$ cat config.mk
export PLATFORM = sky130hd
export DESIGN_NAME = ram_byte_loader_flat
export DESIGN_NICKNAME = d
export VERILOG_FILES = /design/src/rtl/ram_loader_pkg.sv /design/src/rtl/ram_byte_loader_if.sv /design/src/rtl/ram_loader_chk.sv /design/src/rtl/ram_byte_loader.sv /design/src/flat_wrapper.sv
export SDC_FILE = /design/constraint.sdc
export NUM_CORES = 1
export LEC_CHECK = 0
export CAP_MARGIN = 20
export CORE_ASPECT_RATIO = 0.8
export CORE_MARGIN = 2
export CORE_UTILIZATION = 40
export CTS_CLUSTER_SIZE = 8
export DETAILED_ROUTE_END_ITERATION = 8
export GPL_TIMING_DRIVEN = 0
export PLACE_DENSITY = 0.75
export SLEW_MARGIN = 25
export SYNTH_ARGS = -nofsm -noshare
export SYNTH_HDL_FRONTEND = slang
export SYNTH_SLANG_ARGS = --single-unit
$ cat constraint.sdc
create_clock -name w_clk -period 1.82 [get_ports w_clk]
set_input_delay 0.273 -clock w_clk [delete_from_list [all_inputs] [get_ports w_clk]]
set_output_delay 0.273 -clock w_clk [all_outputs]
set_load 0.1 [all_outputs]
$ cat src/rtl/ram_loader_pkg.sv
// Shared definitions for the byte loader that feeds the 8x8 byte register bank.
// Contents: FSM state encoding, bytes per word, lane index width, checksum width.
package ram_loader_pkg;

   localparam int NUM_BYTES = 8;
   localparam int IDX_W     = 3;
   localparam int CHK_W     = 8;

   typedef enum logic [1:0] {
      ST_FILL   = 2'd0,
      ST_COMMIT = 2'd1,
      ST_HOLD   = 2'd2
   } loader_state_t;

endpackage

$ cat src/rtl/ram_byte_loader_if.sv
// Byte stream handshake into the loader.
//   s_data   8  input byte
//   s_valid  1  s_data valid
//   s_ready  1  loader can accept; transfer when s_valid && s_ready
interface ram_byte_loader_if;

   logic [7:0] s_data;
   logic       s_valid;
   logic       s_ready;

   modport master (output s_data, output s_valid, input s_ready);
   modport slave  (input s_data, input s_valid, output s_ready);

endinterface

$ cat src/rtl/ram_loader_chk.sv
// Running XOR of accepted bytes for the word being assembled.
// Ports:
//   w_clk  in   clock
//   rst_n  in   synchronous active-low reset
//   clr    in   clear accumulator (has priority over en)
//   en     in   fold d into the accumulator
//   d      in   byte to fold in
//   chk    out  accumulated XOR
module ram_loader_chk
   import ram_loader_pkg::*;
(
   input  logic             w_clk,
   input  logic             rst_n,
   input  logic             clr,
   input  logic             en,
   input  logic [CHK_W-1:0] d,
   output logic [CHK_W-1:0] chk
);

   always_ff @(posedge w_clk) begin
      if (!rst_n) begin
         chk <= '0;
      end else if (clr) begin
         chk <= '0;
      end else if (en) begin
         chk <= chk ^ d;
      end
   end

endmodule

$ cat src/rtl/ram_byte_loader.sv
// Feeds the 8x8 byte bank: assembles 8 streamed bytes into one 64-bit word by
// driving din/w_addr, flags completion and stalls the stream until word_ack.
// The bank writes din into lane w_addr[2:0] on every clock edge, so din/w_addr
// change only on an accepted byte and hold otherwise.
// Ports:
//   w_clk       in   clock shared with the bank
//   rst_n       in   synchronous active-low reset
//   s_bus       if   byte stream (slave side)
//   flush       in   abort the partial/pending word
//   din         out  byte to bank (registered)
//   w_addr      out  bank lane {0, idx} (registered)
//   word_valid  out  bank holds a complete word, level until word_ack
//   word_ack    in   consumer has taken the word
//   word_cnt    out  completed words since reset, wraps
//   chk_out     out  XOR of the word's bytes
// Build option: LOADER_CHECKSUM_EN enables the checksum; otherwise chk_out = 0.
//
// state   | meaning
// --------+-----------------------------------------------------------
// FILL    | accepting bytes, s_ready=1
// COMMIT  | byte 7 on din, bank captures it at the edge leaving COMMIT
// HOLD    | word complete, word_valid=1, waiting for word_ack
module ram_byte_loader
   import ram_loader_pkg::*;
#(
   parameter int ADDR_W = 4,
   parameter int CNT_W  = 16
) (
   input  logic                 w_clk,
   input  logic                 rst_n,
   ram_byte_loader_if.slave     s_bus,
   input  logic                 flush,
   output logic [7:0]           din,
   output logic [ADDR_W-1:0]    w_addr,
   output logic                 word_valid,
   input  logic                 word_ack,
   output logic [CNT_W-1:0]     word_cnt,
   output logic [CHK_W-1:0]     chk_out
);

   loader_state_t    state;
   logic [IDX_W-1:0] idx;
   logic             accept;

   assign s_bus.s_ready = (state == ST_FILL);
   // flush wins over a byte offered in the same cycle
   assign accept = s_bus.s_valid && s_bus.s_ready && !flush;

   always_ff @(posedge w_clk) begin
      if (!rst_n) begin
         state      <= ST_FILL;
         idx        <= '0;
         din        <= '0;
         w_addr     <= '0;
         word_valid <= 1'b0;
         word_cnt   <= '0;
      end else if (flush) begin
         state      <= ST_FILL;
         idx        <= '0;
         word_valid <= 1'b0;
      end else begin
         case (state)
            ST_FILL: begin
               if (s_bus.s_valid) begin
                  din    <= s_bus.s_data;
                  w_addr <= {{(ADDR_W-IDX_W){1'b0}}, idx};
                  idx    <= idx + 1'b1;
                  if (idx == IDX_W'(NUM_BYTES-1))
                     state <= ST_COMMIT;
               end
            end
            ST_COMMIT: begin
               word_valid <= 1'b1;
               word_cnt   <= word_cnt + 1'b1;
               state      <= ST_HOLD;
            end
            ST_HOLD: begin
               if (word_ack) begin
                  word_valid <= 1'b0;
                  idx        <= '0;
                  state      <= ST_FILL;
               end
            end
            default: state <= ST_FILL;
         endcase
      end
   end

`ifdef LOADER_CHECKSUM_EN
   ram_loader_chk u_chk (
      .w_clk (w_clk),
      .rst_n (rst_n),
      .clr   (flush || ((state == ST_HOLD) && word_ack)),
      .en    (accept),
      .d     (s_bus.s_data),
      .chk   (chk_out)
   );
`else
   assign chk_out = '0;
`endif

endmodule

$ cat src/flat_wrapper.sv
// flat-port wrapper written by rule: the top's interface ports become plain ports
module ram_byte_loader_flat import ram_loader_pkg::*;
#(
   parameter int ADDR_W = 4,
   parameter int CNT_W  = 16
)
  (w_clk, rst_n, flush, din, w_addr, word_valid, word_ack, word_cnt, chk_out, s_bus_s_data, s_bus_s_valid, s_bus_s_ready);
  ram_byte_loader_if s_bus_i ();
  input  logic w_clk;
  input  logic rst_n;
  input  logic flush;
  output logic [7:0] din;
  output logic [ADDR_W-1:0] w_addr;
  output logic word_valid;
  input  logic word_ack;
  output logic [CNT_W-1:0] word_cnt;
  output logic [CHK_W-1:0] chk_out;
  input wire logic [$bits(s_bus_i.s_data)-1:0] s_bus_s_data;
  input wire logic [$bits(s_bus_i.s_valid)-1:0] s_bus_s_valid;
  output wire logic [$bits(s_bus_i.s_ready)-1:0] s_bus_s_ready;
  assign s_bus_i.s_data = s_bus_s_data;
  assign s_bus_i.s_valid = s_bus_s_valid;
  assign s_bus_s_ready = s_bus_i.s_ready;
  ram_byte_loader #(.ADDR_W(ADDR_W), .CNT_W(CNT_W)) u_core (.w_clk(w_clk), .rst_n(rst_n), .s_bus(s_bus_i), .flush(flush), .din(din), .w_addr(w_addr), .word_valid(word_valid), .word_ack(word_ack), .word_cnt(word_cnt), .chk_out(chk_out));
endmodule
# Word level (Yosys, flattened, before mapping)
# Index checks and enable logic that the tools add are counted.
# W data, S select, Z words.
[totals]
output_inout_bits = 38
register_bits = 33
[op_classes]
n_eq_ne = 6
reduce_logical = 9
n_bitwise = 2
muxes = 9
add_sub_neg = 2
[ops]
columns = ["operator", "count"]
rows = [
  ["$add A16 B1 Y16 const B", 1],
  ["$reduce_and A3 Y1", 3],
  ["$mux W2", 3],
  ["$mux W3", 2],
  ["$pmux W2 S3", 1],
  ["$pmux W3 S2", 1],
  ["$ne A2 B2 Y1 const B", 2],
  ["$reduce_and A2 Y1", 2],
  ["$reduce_bool A2 Y1", 2],
  ["$add A3 B1 Y3 const B", 1],
  ["$eq A3 B3 Y1 const B", 1],
  ["$eq A2 B1 Y1 const B", 1],
  ["$eq A2 B2 Y1 const B", 1],
  ["$logic_not A2 Y1", 1],
  ["$ne A2 B1 Y1 const B", 1],
  ["$not A1 Y1", 2],
  ["$pmux W1 S2", 1],
  ["$reduce_or A2 Y1", 1],
  ["$mux W1", 1],
]

# Logic depth before layout (Yosys ltp)
# Gate-level depths: netlist (run 1).
[logic_depth]
depth_word = 4
ltp_mapped = 6
ltp_nobuf = 5

# Worst setup path after synthesis (run 1)
# OpenSTA, ideal clock, no wires.
[synth_timing]
path_kind = "register -> register"
startpoint = "register u_core.word_cnt[2]"
endpoint = "register u_core.word_cnt[15]"
setup_time_ns = 0.071
path_buffers = 0
t_arrival_ns = 2.369
stages_incl_launch_ff = 5
slack_ns = -0.620
required_time_ns = 1.749
path_cell_list = "dfxtp_1 > nand3_1 > or3_4 > or4_1 > a21oi_1"
[synth_via]
elab_chain_cells = 1
[synth_lines]
columns = ["element", "line_no", "source"]
rows = [
  ["start, declared", "ram_byte_loader.sv:37", "output logic [CNT_W-1:0] word_cnt,"],
  ["start signal, assigned", "ram_byte_loader.sv:74", "word_cnt <= word_cnt + 1'b1;"],
  ["$add A16 B1 Y16", "ram_byte_loader.sv:74", ""],
]
# No other way between the ends.
# A chain may end at the register's enable or synchronous reset.

# Final worst setup path (run 1)
[layout_timing]
startpoint = "register u_core.state[1]"
endpoint = "register u_core.word_cnt[15]"
[layout_via]
elab_chain_cells = 2
[layout_lines]
columns = ["element", "line_no", "source"]
rows = [
  ["start, declared", "ram_byte_loader.sv:41", "loader_state_t state;"],
  ["start signal, assigned", "ram_byte_loader.sv:51", "state <= ST_FILL;"],
  ["start signal, assigned", "ram_byte_loader.sv:58", "state <= ST_FILL;"],
  ["start signal, assigned", "ram_byte_loader.sv:69", "state <= ST_COMMIT;"],
  ["$eq A2 B1 Y1", "ram_byte_loader.sv:62", "case (state)"],
  ["$reduce_and A2 Y1 (no source line)", "-", ""],
]
# No other way between the ends.

==> metrics, run 1 <==
Mean Syn Cell Area=around 8.6 sq um; Hold Fails Final Rpt=0; #FFs+latches synth=33; CP Data Arrival Time=approximately 2.1 ns; Slew Viols, Final=0; Min-Delay Path Class=register to register; Top FF cell, synth=dfxtp_1; die area=just over 4000 sq um; number of synthesis warnings=0; TritonCTS clock tree=yes; largest net degree at the start of global routing=11; number of antenna-violating nets in the routed design=0; sum of negative setup slack=-0.1047 ns; routed vias=~1300; grt ovf=0; # H-tree levels=2; Die Ht=roughly 58 um; critical path fanouts, max=5; f_max=between 0.5 and 0.6 GHz; setup slack after layout=-0.1047 ns; first-pass GRT wire length=about 5.0 mm; IO Count=51; Port Buffers=~40; Mapped Area=approximately 1500 sq um; top cell type's share of synthesized area=45.36%; register area share after synthesis=45.36%; post-synth top area cell=dfxtp_1; Synth top cells by count=33 x dfxtp_1, 28 x nand2_1, 17 x a21oi_1; synth top area cells=dfxtp_1 45%, nand2_1 7.2%, a21oi_1 5.8%; outcome=finished, violations left; Max Cap Violations=0; Final Util=between 60% and 70%; Slew @ Worst Pin=~1 ns; Final Wtd Congestion=between 0.7 and 0.8; Die Width=a little over 70 um; Synth cell types=37; hold buffer count at cts=0; Max Buffers Root-to-Sink=2; Fill cells=approximately 320; Slew headroom=about a third; cells along the critical path=buf_6 > or3b_4 > or3_4 > or4_1 > a21oi_1; ys async rst share=0%; Clock transition at path regs=~0.070 ns; simple-gate share of the synthesized area=a little over a quarter; layout cells sized above 1=21.12%; Detailed Route WL=3.181 mm; startpoint types=register; vias in the first global route=approximately 1100; clock latency on the worst-skew pair=0.28 ns; starting DRC count in detailed routing=slightly above 100; layout net count=247; cell row count=19; GRT Util Overall=approximately 15%; drt pass-1 iters=5; CTS sink count=33; Final setup viols=1; Synth Area in Compound Gates=around a tenth; Clock Skew=a little under 0.005 ns; Post-DP HPWL=2.325 mm; fin crit period=~1.9 ns; Crit path largest cell delay=0.51 ns; Core Box Area=3471 sq um; crit path capture type=register; kind of critical path=register to register; period utilization=105.8%; Data required, critical path=slightly above 2 ns; WL/cell=approximately 12 um; cells after synthesis=170; Synth Area in Adders=between 2 and 3%; Critical-path top delay cell=or4_1; most common cell in the netlist=dfxtp_1; DRC=0; Initial Util=a little over two fifths; root buffer cell=clkbuf_8; antenna violations before repair=0; CTS Buf Count=5; largest family of logic cells by synthesized area=simple AND/OR/NAND/NOR gates; n_diodes=0; unrepaired setup endpoints after global routing=true; DR vias/cell=4.905; Leakage=0.9077 nW; P per Cell Area=approximately 740 nW/um^2; Post-synth EDFFs=0; VDD IR max=roughly 0.00063 V; Syn-to-layout area delta=44.67%; post-synthesis xor/xnor area fraction=under 10%; failing checks=setup timing; post-synthesis mux area share=roughly 2.1%
critical path: cells and delay by family (launching register included):
kind	cells	cell delay [ns]
AOI/OAI and AO/OA	1	0.13
buffers and inverters	1	0.10
and+or+nand+nor	3	1.32
DFF	1	0.31
placed cells by master, fill, tap and decap left out, types with 7 or more instances in the layout:
cell type         n
nand2_1          28
dlygate4sd2_1    22
dfxtp_1          20
a21oi_1          17
nor2_1           15
buf_4            15
clkdlybuf4s50_1  11
conb_1            9
clkbuf_8          7
dfxtp_4           7
kinds of logic after synthesis:
group	after synthesis
buffers and inverters	19
DFF	33
adders and majority gates	3
other	1
muxes	3
AOI/OAI and AO/OA	27
xor gates and xnor gates	9
and+or+nand+nor	75
registers in the layout, summed over array words and instances (netlist names):
register	flops
u_core.word_cnt	16
u_core.word_valid	1
u_core.state	2
u_core.w_addr	3
u_core.din	8
u_core.idx	3
cell type report:
| type | instances | area [sq um] | area share, % |
|---|---|---|---|
| Buffer | 15 | 106.4 | 5.048 |
| Clock inverter | 1 | 5.005 | 0.2375 |
| Clock buffer | 7 | 96.34 | 4.572 |
| Tap cell | 42 | 52.55 | 2.494 |
| Timing Repair Buffer | 47 | 417.9 | 19.83 |
| Inverter | 3 | 11.26 | 0.5344 |
| Sequential cell | 33 | 694.4 | 32.96 |
| Multi-Input combinational cell | 126 | 723.2 | 34.32 |
per-layer routing:
layer	GRT usage (%)	up-vias	share of wire, %
li1	-	685	-
met3	4.696	0	6.1
met5	0	-	0
met1	21.50	620	47
met2	23.15	39	47
met4	4.852	0	0
metrics by stage:
step	hold slack (ns)	setup slack [ns]	cell area [sq um]	instances	power [mW]
after floorplan	0.4090	-0.06814	1530	178	0.9338
after global placement	0.4422	-0.5450	1993	261	0.9886
after detailed placement	0.4496	-0.5680	1993	261	0.9907
after CTS	0.4567	-0.1259	2090	272	1.570
after global routing	0.4778	-0.1630	2107	274	1.609
final	0.4496	-0.1047	2107	274	1.558
final timing paths:
| path | from | end | slack [ns] | depth (start not counted) |
|---|---|---|---|---|
| worst max-delay path | u_core.state[1] | u_core.word_cnt[15] | -0.10 | 5 |
| worst min register to register | u_core.w_addr[2] | u_core.w_addr[2] | 0.45 | 2 |
| worst min-delay path | u_core.w_addr[2] | u_core.w_addr[2] | 0.45 | 2 |
| worst max register to register | u_core.state[1] | u_core.word_cnt[15] | -0.10 | 5 |
report_power, final:
group / internal [mW] / switching (mW) / total, mW
Combinational: 0.0566 / 0.184 / 0.241
Clock: 0.341 / 0.249 / 0.591
Sequential: 0.722 / 0.00494 / 0.726
Total: 1.12 / 0.439 / 1.56
repair_timing:
item | in CTS | in global routing
gates resized for setup | 35 | 14
endpoints found under the setup margin | 41 | 17
buffers inserted | 3 | 3
pin swaps | 1 | 5
endpoints found under the hold margin | 0 | 0
Power figures use the tool's default switching activity.
==> inputs of run 2 (changes only) <==
--- a/config.mk
+++ b/config.mk
@@ -9,7 +9,7 @@
 export CORE_ASPECT_RATIO = 0.8
 export CORE_MARGIN = 2
 export CORE_UTILIZATION = 40
-export CTS_CLUSTER_SIZE = 8
+export CTS_CLUSTER_SIZE = 25
 export DETAILED_ROUTE_END_ITERATION = 8
 export GPL_TIMING_DRIVEN = 0
 export PLACE_DENSITY = 0.75
==> results of run 2 <==
Same layout as run 1: the final DEF is identical, and so are final timing and power.
